===== config.mk =====
export PLATFORM = sky130hd
export DESIGN_NAME = div_reconstruct
export DESIGN_NICKNAME = d
export VERILOG_FILES = /design/src/rtl/div_pkg.sv /design/src/rtl/div_reconstruct_step.sv /design/src/rtl/div_reconstruct.sv
export SDC_FILE = /design/constraint.sdc
export NUM_CORES = 1
export LEC_CHECK = 0
export ABC_AREA = 1
export CORE_ASPECT_RATIO = 2
export CORE_MARGIN = 5
export CORE_UTILIZATION = 45
export DETAILED_ROUTE_END_ITERATION = 6
export PLACE_DENSITY = 0.64
export REMOVE_ABC_BUFFERS = 1
export SLEW_MARGIN = 20
export SYNTH_ARGS = -nofsm -noshare
export SYNTH_HDL_FRONTEND = slang
export SYNTH_SLANG_ARGS = --single-unit
export TNS_END_PERCENT = 50

===== constraint.sdc =====
create_clock -name clk -period 6.4 [get_ports clk]
set_clock_uncertainty 0.1 [all_clocks]
set_input_delay 0.64 -clock clk [delete_from_list [all_inputs] [get_ports clk]]
set_output_delay 0.64 -clock clk [all_outputs]
set_load 0.02 [all_outputs]

===== src/rtl/div_pkg.sv =====
// ---------------------------------------------------------------------------
// div_pkg
// Shared declarations for the reconstructing divider checker.
//   recon_state_t : controller states (IDLE, BUSY, DONE)
//   DIV_WIDTH     : default operand width
//   RADIX_BITS    : quotient bits retired per BUSY cycle
//   busy_cycles() : number of BUSY cycles for a given operand width
// Build option: define DIV_RECON_RADIX4_EN to retire two quotient bits per
// step instead of one.
// ---------------------------------------------------------------------------
package div_pkg;

  typedef enum logic [1:0] {
    IDLE = 2'd0,
    BUSY = 2'd1,
    DONE = 2'd2
  } recon_state_t;

  localparam int DIV_WIDTH = 30;

`ifdef DIV_RECON_RADIX4_EN
  localparam int RADIX_BITS = 2;
`else
  localparam int RADIX_BITS = 1;
`endif

  // An odd width in radix-4 mode rounds up: the quotient is zero-extended.
  function automatic int busy_cycles(input int width);
    return (width + RADIX_BITS - 1) / RADIX_BITS;
  endfunction

endpackage


===== src/rtl/div_reconstruct_step.sv =====
// ---------------------------------------------------------------------------
// recon_step
// One combinational multiply-accumulate step of the numerator rebuild.
//   acc      : running accumulator (starts at the remainder)
//   dvs      : divisor already shifted to the weight of the current bits
//   dvs3     : 3x shifted divisor (radix-4 build only)
//   q_bits   : quotient bit(s) being retired this step
//   acc_next : accumulator after adding q_bits * dvs
// Build option: DIV_RECON_RADIX4_EN selects the two-bit step.
// ---------------------------------------------------------------------------
module recon_step
  import div_pkg::*;
#(
  parameter int WIDTH = DIV_WIDTH
) (
  input  logic [2*WIDTH:0]      acc,
  input  logic [2*WIDTH:0]      dvs,
`ifdef DIV_RECON_RADIX4_EN
  input  logic [2*WIDTH:0]      dvs3,
`endif
  input  logic [RADIX_BITS-1:0] q_bits,
  output logic [2*WIDTH:0]      acc_next
);

  // The accumulator is wide enough for q*d + r, so the sum never wraps.
  always_comb begin
    acc_next = acc;
`ifdef DIV_RECON_RADIX4_EN
    case (q_bits)
      2'd1:    acc_next = acc + dvs;
      2'd2:    acc_next = acc + (dvs << 1);
      2'd3:    acc_next = acc + dvs3;
      default: acc_next = acc;
    endcase
`else
    if (q_bits[0]) begin
      acc_next = acc + dvs;
    end
`endif
  end

endmodule


===== src/rtl/div_reconstruct.sv =====
// ---------------------------------------------------------------------------
// div_reconstruct
// Rebuilds numerator = quotient*divisor + remainder with a fixed-latency
// shift-and-add loop and flags remainders that are not below the divisor.
// Ports:
//   clk        : clock, rising edge
//   reset      : asynchronous, active-low reset
//   in_valid   : operand set offered        in_ready  : accepting (IDLE)
//   quotient, divisor, remainder : WIDTH-bit unsigned operands
//   out_valid  : result held (DONE)          out_ready : consumer takes it
//   numerator  : 2*WIDTH+1 bit reconstructed numerator
//   rem_err    : remainder >= divisor for the accepted set
// Build option: DIV_RECON_RADIX4_EN retires two quotient bits per cycle
// (ceil(WIDTH/2) BUSY cycles); otherwise one bit per cycle (WIDTH cycles).
// ---------------------------------------------------------------------------
module div_reconstruct
  import div_pkg::*;
#(
  parameter int WIDTH = DIV_WIDTH
) (
  input  logic               clk,
  input  logic               reset,
  input  logic               in_valid,
  output logic               in_ready,
  input  logic [WIDTH-1:0]   quotient,
  input  logic [WIDTH-1:0]   divisor,
  input  logic [WIDTH-1:0]   remainder,
  output logic               out_valid,
  input  logic               out_ready,
  output logic [2*WIDTH:0]   numerator,
  output logic               rem_err
);

  localparam int ACC_W = 2*WIDTH + 1;
  localparam int STEPS = busy_cycles(WIDTH);
  localparam int QW    = STEPS * RADIX_BITS;
  localparam int CNT_W = $clog2(WIDTH + 1);
  localparam logic [CNT_W-1:0] LAST_STEP = CNT_W'(STEPS - 1);

  if (WIDTH < 4) begin : g_width_check
    $error("div_reconstruct: WIDTH must be at least 4");
  end

  recon_state_t     state;
  recon_state_t     state_next;
  logic [QW-1:0]    q_reg;
  logic [ACC_W-1:0] d_reg;
  logic [ACC_W-1:0] acc_reg;
  logic [ACC_W-1:0] acc_next;
  logic             err_reg;
  logic [CNT_W-1:0] step_cnt;
  logic             last_step;
`ifdef DIV_RECON_RADIX4_EN
  logic [ACC_W-1:0] d3_reg;
`endif

  assign last_step = (step_cnt == LAST_STEP);

  recon_step #(
    .WIDTH    (WIDTH)
  ) u_step (
    .acc      (acc_reg),
    .dvs      (d_reg),
`ifdef DIV_RECON_RADIX4_EN
    .dvs3     (d3_reg),
`endif
    .q_bits   (q_reg[RADIX_BITS-1:0]),
    .acc_next (acc_next)
  );

  // State register; reset always drops back to IDLE, abandoning any result.
  always_ff @(posedge clk or negedge reset) begin
    if (!reset) begin
      state <= IDLE;
    end else begin
      state <= state_next;
    end
  end

  // Handshakes come straight from the state, so a retiring cycle (DONE)
  // can never also accept operands.
  always_comb begin
    state_next = state;
    in_ready   = 1'b0;
    out_valid  = 1'b0;
    case (state)
      IDLE: begin
        in_ready = 1'b1;
        if (in_valid) begin
          state_next = BUSY;
        end
      end
      BUSY: begin
        if (last_step) begin
          state_next = DONE;
        end
      end
      DONE: begin
        out_valid = 1'b1;
        if (out_ready) begin
          state_next = IDLE;
        end
      end
      default: state_next = IDLE;
    endcase
  end

  // Datapath: operands are captured on accept and then only the shifting
  // copies are used, so later input changes cannot disturb the result.
  // Every BUSY cycle performs a step, including the one that enters DONE.
  always_ff @(posedge clk or negedge reset) begin
    if (!reset) begin
      q_reg    <= '0;
      d_reg    <= '0;
      acc_reg  <= '0;
      err_reg  <= 1'b0;
      step_cnt <= '0;
`ifdef DIV_RECON_RADIX4_EN
      d3_reg   <= '0;
`endif
    end else begin
      case (state)
        IDLE: begin
          if (in_valid) begin
            q_reg    <= QW'(quotient);
            d_reg    <= ACC_W'(divisor);
            acc_reg  <= ACC_W'(remainder);
            err_reg  <= (remainder >= divisor);
            step_cnt <= '0;
`ifdef DIV_RECON_RADIX4_EN
            d3_reg   <= ACC_W'(divisor) + (ACC_W'(divisor) << 1);
`endif
          end
        end
        BUSY: begin
          acc_reg <= acc_next;
          d_reg   <= d_reg << RADIX_BITS;
          q_reg   <= q_reg >> RADIX_BITS;
`ifdef DIV_RECON_RADIX4_EN
          d3_reg  <= d3_reg << 2;
`endif
          if (!last_step) begin
            step_cnt <= step_cnt + CNT_W'(1);
          end
        end
        default: begin
        end
      endcase
    end
  end

  assign numerator = acc_reg;
  assign rem_err   = err_reg;

endmodule


After elaboration in Yosys (flattened, before gate mapping)
Index checks and enable logic that the tools add are counted.
- reduce and logical (&&, ||, !) cells: 7
- add/subtract/negate cells: 2
- eq/ne operators: 8
- mux-type cells: 16
- magnitude comparators: 1
- operators by type and width (kind ; number):
    61-bit one-hot mux with 2 select lines ; 2
    61-bit two-way mux ; 3
    61-bit adder ; 1
    30-bit one-hot mux with 2 select lines ; 1
    30-bit >= comparator ; 1
    30-bit two-way mux ; 1
    5-bit two-way mux ; 2
    2-bit inequality test (second input constant) ; 5
    5-bit one-hot mux with 2 select lines ; 1
    3-bit AND reduction ; 3
    2-bit two-way mux ; 3
    2-bit one-hot mux with 3 select lines ; 1
    5-bit by 1-bit adder with 5-bit output (second input constant) ; 1
    5-bit == test (second input constant) ; 1
    2-bit AND reduction ; 2
    2-bit by 1-bit == test with 1-bit output (second input constant) ; 1
    2-bit == test (second input constant) ; 1
    2-bit zero test ; 1
    1-bit two-way mux ; 2
    2-bit nonzero test ; 1
- word-level logic and storage cells: 40
- bits of input ports: 94
- bits in registers: 160

Depth between registers and ports, before layout
- word-level depth: 3
- depth in mapped cells: 15
- mapped depth without buffers: 15

Modules after synthesis
A second synthesis with hierarchy kept.
- cells, all modules: 2223
- area, all modules: 13790.7 sq um
- by module, submodules not included (module ; sequential area each (sq um) ; times used ; area an instance (sq um) ; cells each):
    div_reconstruct ; 4003.8 ; 1 ; 7576.0 ; 903
    recon_step ; 0.0 ; 1 ; 6214.7 ; 1320

Least setup slack after synthesis
Ideal clock, no wire load.
- kind: reg2reg
- from: register acc_reg[0], in the netlist numerator[0]
- to: register acc_reg[24], in the netlist numerator[24]
- required time: 6.179 ns
- setup slack: 4.230 ns
- stages on the path, launching flop included: 12
- period minus slack after synthesis: 2.170 ns
- arrival time: 1.948 ns
- library setup time: 0.121 ns
- cell sequence: dfrtp_1 -> ha_1 -> fa_1 -> nand3_1 -> nand3_1 -> nand2_1 -> nand2_1 -> nand2_1 -> nand3_2 -> xor2_1 -> o21bai_1 -> nand2_1
- word-level cells in the longest chain between the ends: 3
- ends and longest elaborated chain (element ; line ; source):
    start: declaration ; div_reconstruct.sv:48 ; logic [ACC_W-1:0] acc_reg;
    start signal: assignment ; div_reconstruct.sv:127 ; acc_reg <= ACC_W'(remainder);
    start signal: assignment ; div_reconstruct.sv:136 ; acc_reg <= acc_next;
    61-bit adder ; div_reconstruct_step.sv:37 ; acc_next = acc + dvs;
    61-bit two-way mux ; div_reconstruct_step.sv:36 ; if (q_bits[0]) begin
    61-bit one-hot mux with 2 select lines ; div_reconstruct.sv:122 ; case (state)
Every way passes these cells. The select of a mux whose other input is x is not followed.
A chain may end at the register's enable or synchronous reset.

Worst setup path after layout
- from: register state[1]
- to: register acc_reg[24], in the netlist numerator[24]
- word-level cells in the longest chain between the ends: 3
- elaborated cells on any way between the ends: 7
- those cells by class: eq/ne: 3; mux: 1; reduce/logical: 3
- ends and longest elaborated chain (element ; line ; source):
    start: declaration ; div_reconstruct.sv:44 ; recon_state_t state;
    start signal: assignment ; div_reconstruct.sv:76 ; state <= state_next;
    2-bit by 1-bit == test with 1-bit output / 2-bit zero test (equally long branches) ; div_reconstruct.sv:122 ;
    2-bit inequality test (no line) / 2-bit nonzero test (equally long branches) ; n/a ;
    3-bit AND reduction (no line) ; n/a ;
Parallel ways exist; a longest one is shown, timed or not.

==> flow_summary.ini <==
[clock_network]
ctsHoldBuffers = 0
post_cts_buffers = 0
clock_sinks = 160
clock_slew_seen_by_the_registers_of_the_worst_setup_and_hold_paths_ps = 80
cts_buffers = 17
ctsRootBufferMaster = sky130_fd_sc_hd__clkbuf_16
cts.htree.levels = 4
deepest_clock_path_buffer_count = 2
tritoncts_clock_tree = done
clock_latency_ps = 470
ctsResizeCount = 0

[synth]
synth_top_family_by_area = simple AND/OR/NAND/NOR gates
synthTopCellsByArea = sky130_fd_sc_hd__dfrtp_1 (30%), sky130_fd_sc_hd__nand2_1 (21%), sky130_fd_sc_hd__inv_1 (12%), sky130_fd_sc_hd__ha_1 (8.7%), sky130_fd_sc_hd__o211ai_1 (3.9%)
synth_seq_cells = 160
netlist_area_um2 = 13200
synth-seq-area-share = 0.304
post_synth_most_frequent_cells = sky130_fd_sc_hd__nand2_1 (732), sky130_fd_sc_hd__inv_1 (417), sky130_fd_sc_hd__dfrtp_1 (160)
multiplexer_share_of_the_synthesized_area = 0
synthMostInstantiatedCell = sky130_fd_sc_hd__nand2_1
synth_top_cell_by_area = sky130_fd_sc_hd__dfrtp_1
count_of_flip_flops_with_a_built_in_enable_after_synthesis = 0
parity_gate_share_of_the_synthesized_area_counting_xor_and_xnor_cells = 0.0113
synthesis.yosys.warnings = 0
post_synth_fa_ha_maj_area_fraction = 0.0889
compound_gate_fraction_of_synth_area = 0.132
synthesis.instances = 2071
asyncSetResetFlopFracSynth = 1.00
synth-main-ff-cell = sky130_fd_sc_hd__dfrtp_1
synth_simple_gate_area_share = 0.323
synthDistinctLibCells = 38
synth_top_area_frac = 0.304
avgSynthCellArea_um2 = 6.36

[route]
dr_total_vias = 13253
detailroute.wirelength.met2_mm = 27.6
routed.top_layer = met4
drt_iter0_drc = 583
detailedRoute.firstPassIterationCount = 5
via_per_inst = 5.14
remaining_drc_errors = 0
route.layer.met1.wl_mm = 15.2
routedWlPerCell_um = 18.8
postRouteAntennaNets = 0
met3RoutedLength_mm = 1.37
drt-total-wl_mm = 48.5

[die]
core_region_area_um2 = 28800
floorplan.io_pins = 158
floorplan.die.width_um = 131
row_cnt = 88
design.die.area_um2 = 33000
start_util = 0.457
die_height_um = 252

[final_layout]
stdcell_count = 2578
n_diodes = 0
post_route_cells_drive_above_1_share = 0.0573
nNetsFinal = 2392
synthToLayoutAreaGrowth_pct = 18.7
postLayoutCellArea_um2 = 15600
postLayoutCoreUtil = 0.542

[worst_hold_path]
hold_crit_class = in -> async

[power]
pleak_nw = 8.66
power.density_nw_per_um2 = 624
vdd_drop_max_uv = 326
totalPowerFinal_mw = 9.76

[sta]
worst_slew_pin_slew_ps = 990
setup-violations-final = 0
max_freq_mhz = 337
slew-limit-headroom = 0.338
fin_ws_ps = 3430
number_of_hold_violations_in_the_final_report = 5
rsz_0062_raised_after_global_routing = false
whs_ps = -8.70
post-route-period-util = 0.463
report.final.slew_viol_count = 0
period_minus_slack_ps = 2970
tns_ps = 0

[global_routing]
overall_global_routing_resource_usage = 0.298
number_of_antenna_violations_at_the_first_check_in_global_routing = 0
first_global_vias = 13709
pin_count_of_the_biggest_net_entering_global_routing = 95
first_pass_grt_wire_length_mm = 73.4
gr-total-overflow = 0

[run_status]
outcome = finished, violations left
violated_checks = negative hold slack

[placement]
placed_cell_area_um2 = 15000
post-dp-hpwl_mm = 39.8
placement.io_buffers = 157
placement.setup.worst_slack_ps = 3190
placed_cells_incl_taps = 2546
gp_congestion = 0.970

[setup_path]
worst_path_most_repeated_cell = sky130_fd_sc_hd__nor2_4
endpoint_kind = flop
timing.critical_path.slowest_stage_cell = sky130_fd_sc_hd__nor2_4
cp.arrival_ps = 3270
crit_path_required_time_ps = 6710
worstSetupStartpointType = flop
timing.critical_path.fanout_max = 58
setup.worst_path.class = reg -> reg
cpPeakStageDelay_ps = 730
critical_path.cell_chain = nor2_4, inv_2, nor2_4, nor2_4, buf_4, inv_2, o21ai_0, o21bai_1, nand2_1

[run]
drv.max_cap_violation_count = 0
-- layout by cell type, fill, tap and decap left out, types with 17 or more instances in the layout --
master,instances
sky130_fd_sc_hd__nor2_1,115
sky130_fd_sc_hd__a21oi_1,66
sky130_fd_sc_hd__dfrtp_1,160
sky130_fd_sc_hd__clkbuf_16,17
sky130_fd_sc_hd__nand3_1,84
sky130_fd_sc_hd__o22ai_1,31
sky130_fd_sc_hd__o211ai_1,68
sky130_fd_sc_hd__nor2_2,25
sky130_fd_sc_hd__inv_1,417
sky130_fd_sc_hd__ha_1,92
sky130_fd_sc_hd__clkdlybuf4s50_1,156
sky130_fd_sc_hd__nand2_2,20
sky130_fd_sc_hd__o21ai_0,73
sky130_fd_sc_hd__o21ai_1,36
sky130_fd_sc_hd__nand2_1,732
-- where the power goes --
group / internal, mW / switching (mW)
logic: 2.25 / 4.59
registers: 1.54 / 0.355
clock network: 0.522 / 0.516
-- metal layers --
layer	vias to the layer above	GRT usage
met1	6077	0.256
met4	0	0.231
met5	-	0
met2	331	0.584
li1	6695	-
met3	150	0.0388
-- kinds of logic (layout without fill, tap and decap cells) --
kind of cell               count (synthesis)  count (layout)
DFF                                      160             160
buffers and inverters                    483             630
xor gates and xnor gates                  17              17
and+or+nand+nor                         1022            1022
AOI/OAI and AO/OA                        296             296
adders and majority gates                 93              93
-- worst paths after layout --
check | startpoint | depth (start not counted) | endpoint | slack (ps)
min in group clk | step_cnt[2]$_DFFE_PN0P_ | 1 | step_cnt[2]$_DFFE_PN0P_ | 410
max reg2reg | state[1]$_DFFE_PN0P_ | 9 | numerator[24]$_DFFE_PN0P_ | 3430
max | state[1]$_DFFE_PN0P_ | 9 | numerator[24]$_DFFE_PN0P_ | 3430
max in group asynchronous | reset | 2 | d_reg[12]$_DFFE_PN0P_ | 5020
min reg2reg | step_cnt[2]$_DFFE_PN0P_ | 1 | step_cnt[2]$_DFFE_PN0P_ | 410
min | reset | 1 | q_reg[7]$_DFFE_PN0P_ | -9
-- worst max-delay path, delay by kind of cell (launching register included) --
family / cells / cell delay, ps
buf+inv: 3 / 1030
simple gates: 4 / 940
flops: 1 / 420
compound gates: 2 / 380
-- cell type report --
class / instances / area, um2
Multi-Input combinational cell: 1428 / 7330
Fill cell: 2994 / 13200
Tap cell: 360 / 450
Clock inverter: 15 / 166
Inverter: 433 / 1630
Sequential cell: 160 / 4000
Timing Repair Buffer: 165 / 1630
Clock buffer: 17 / 425
Power figures use the tool's default switching activity.
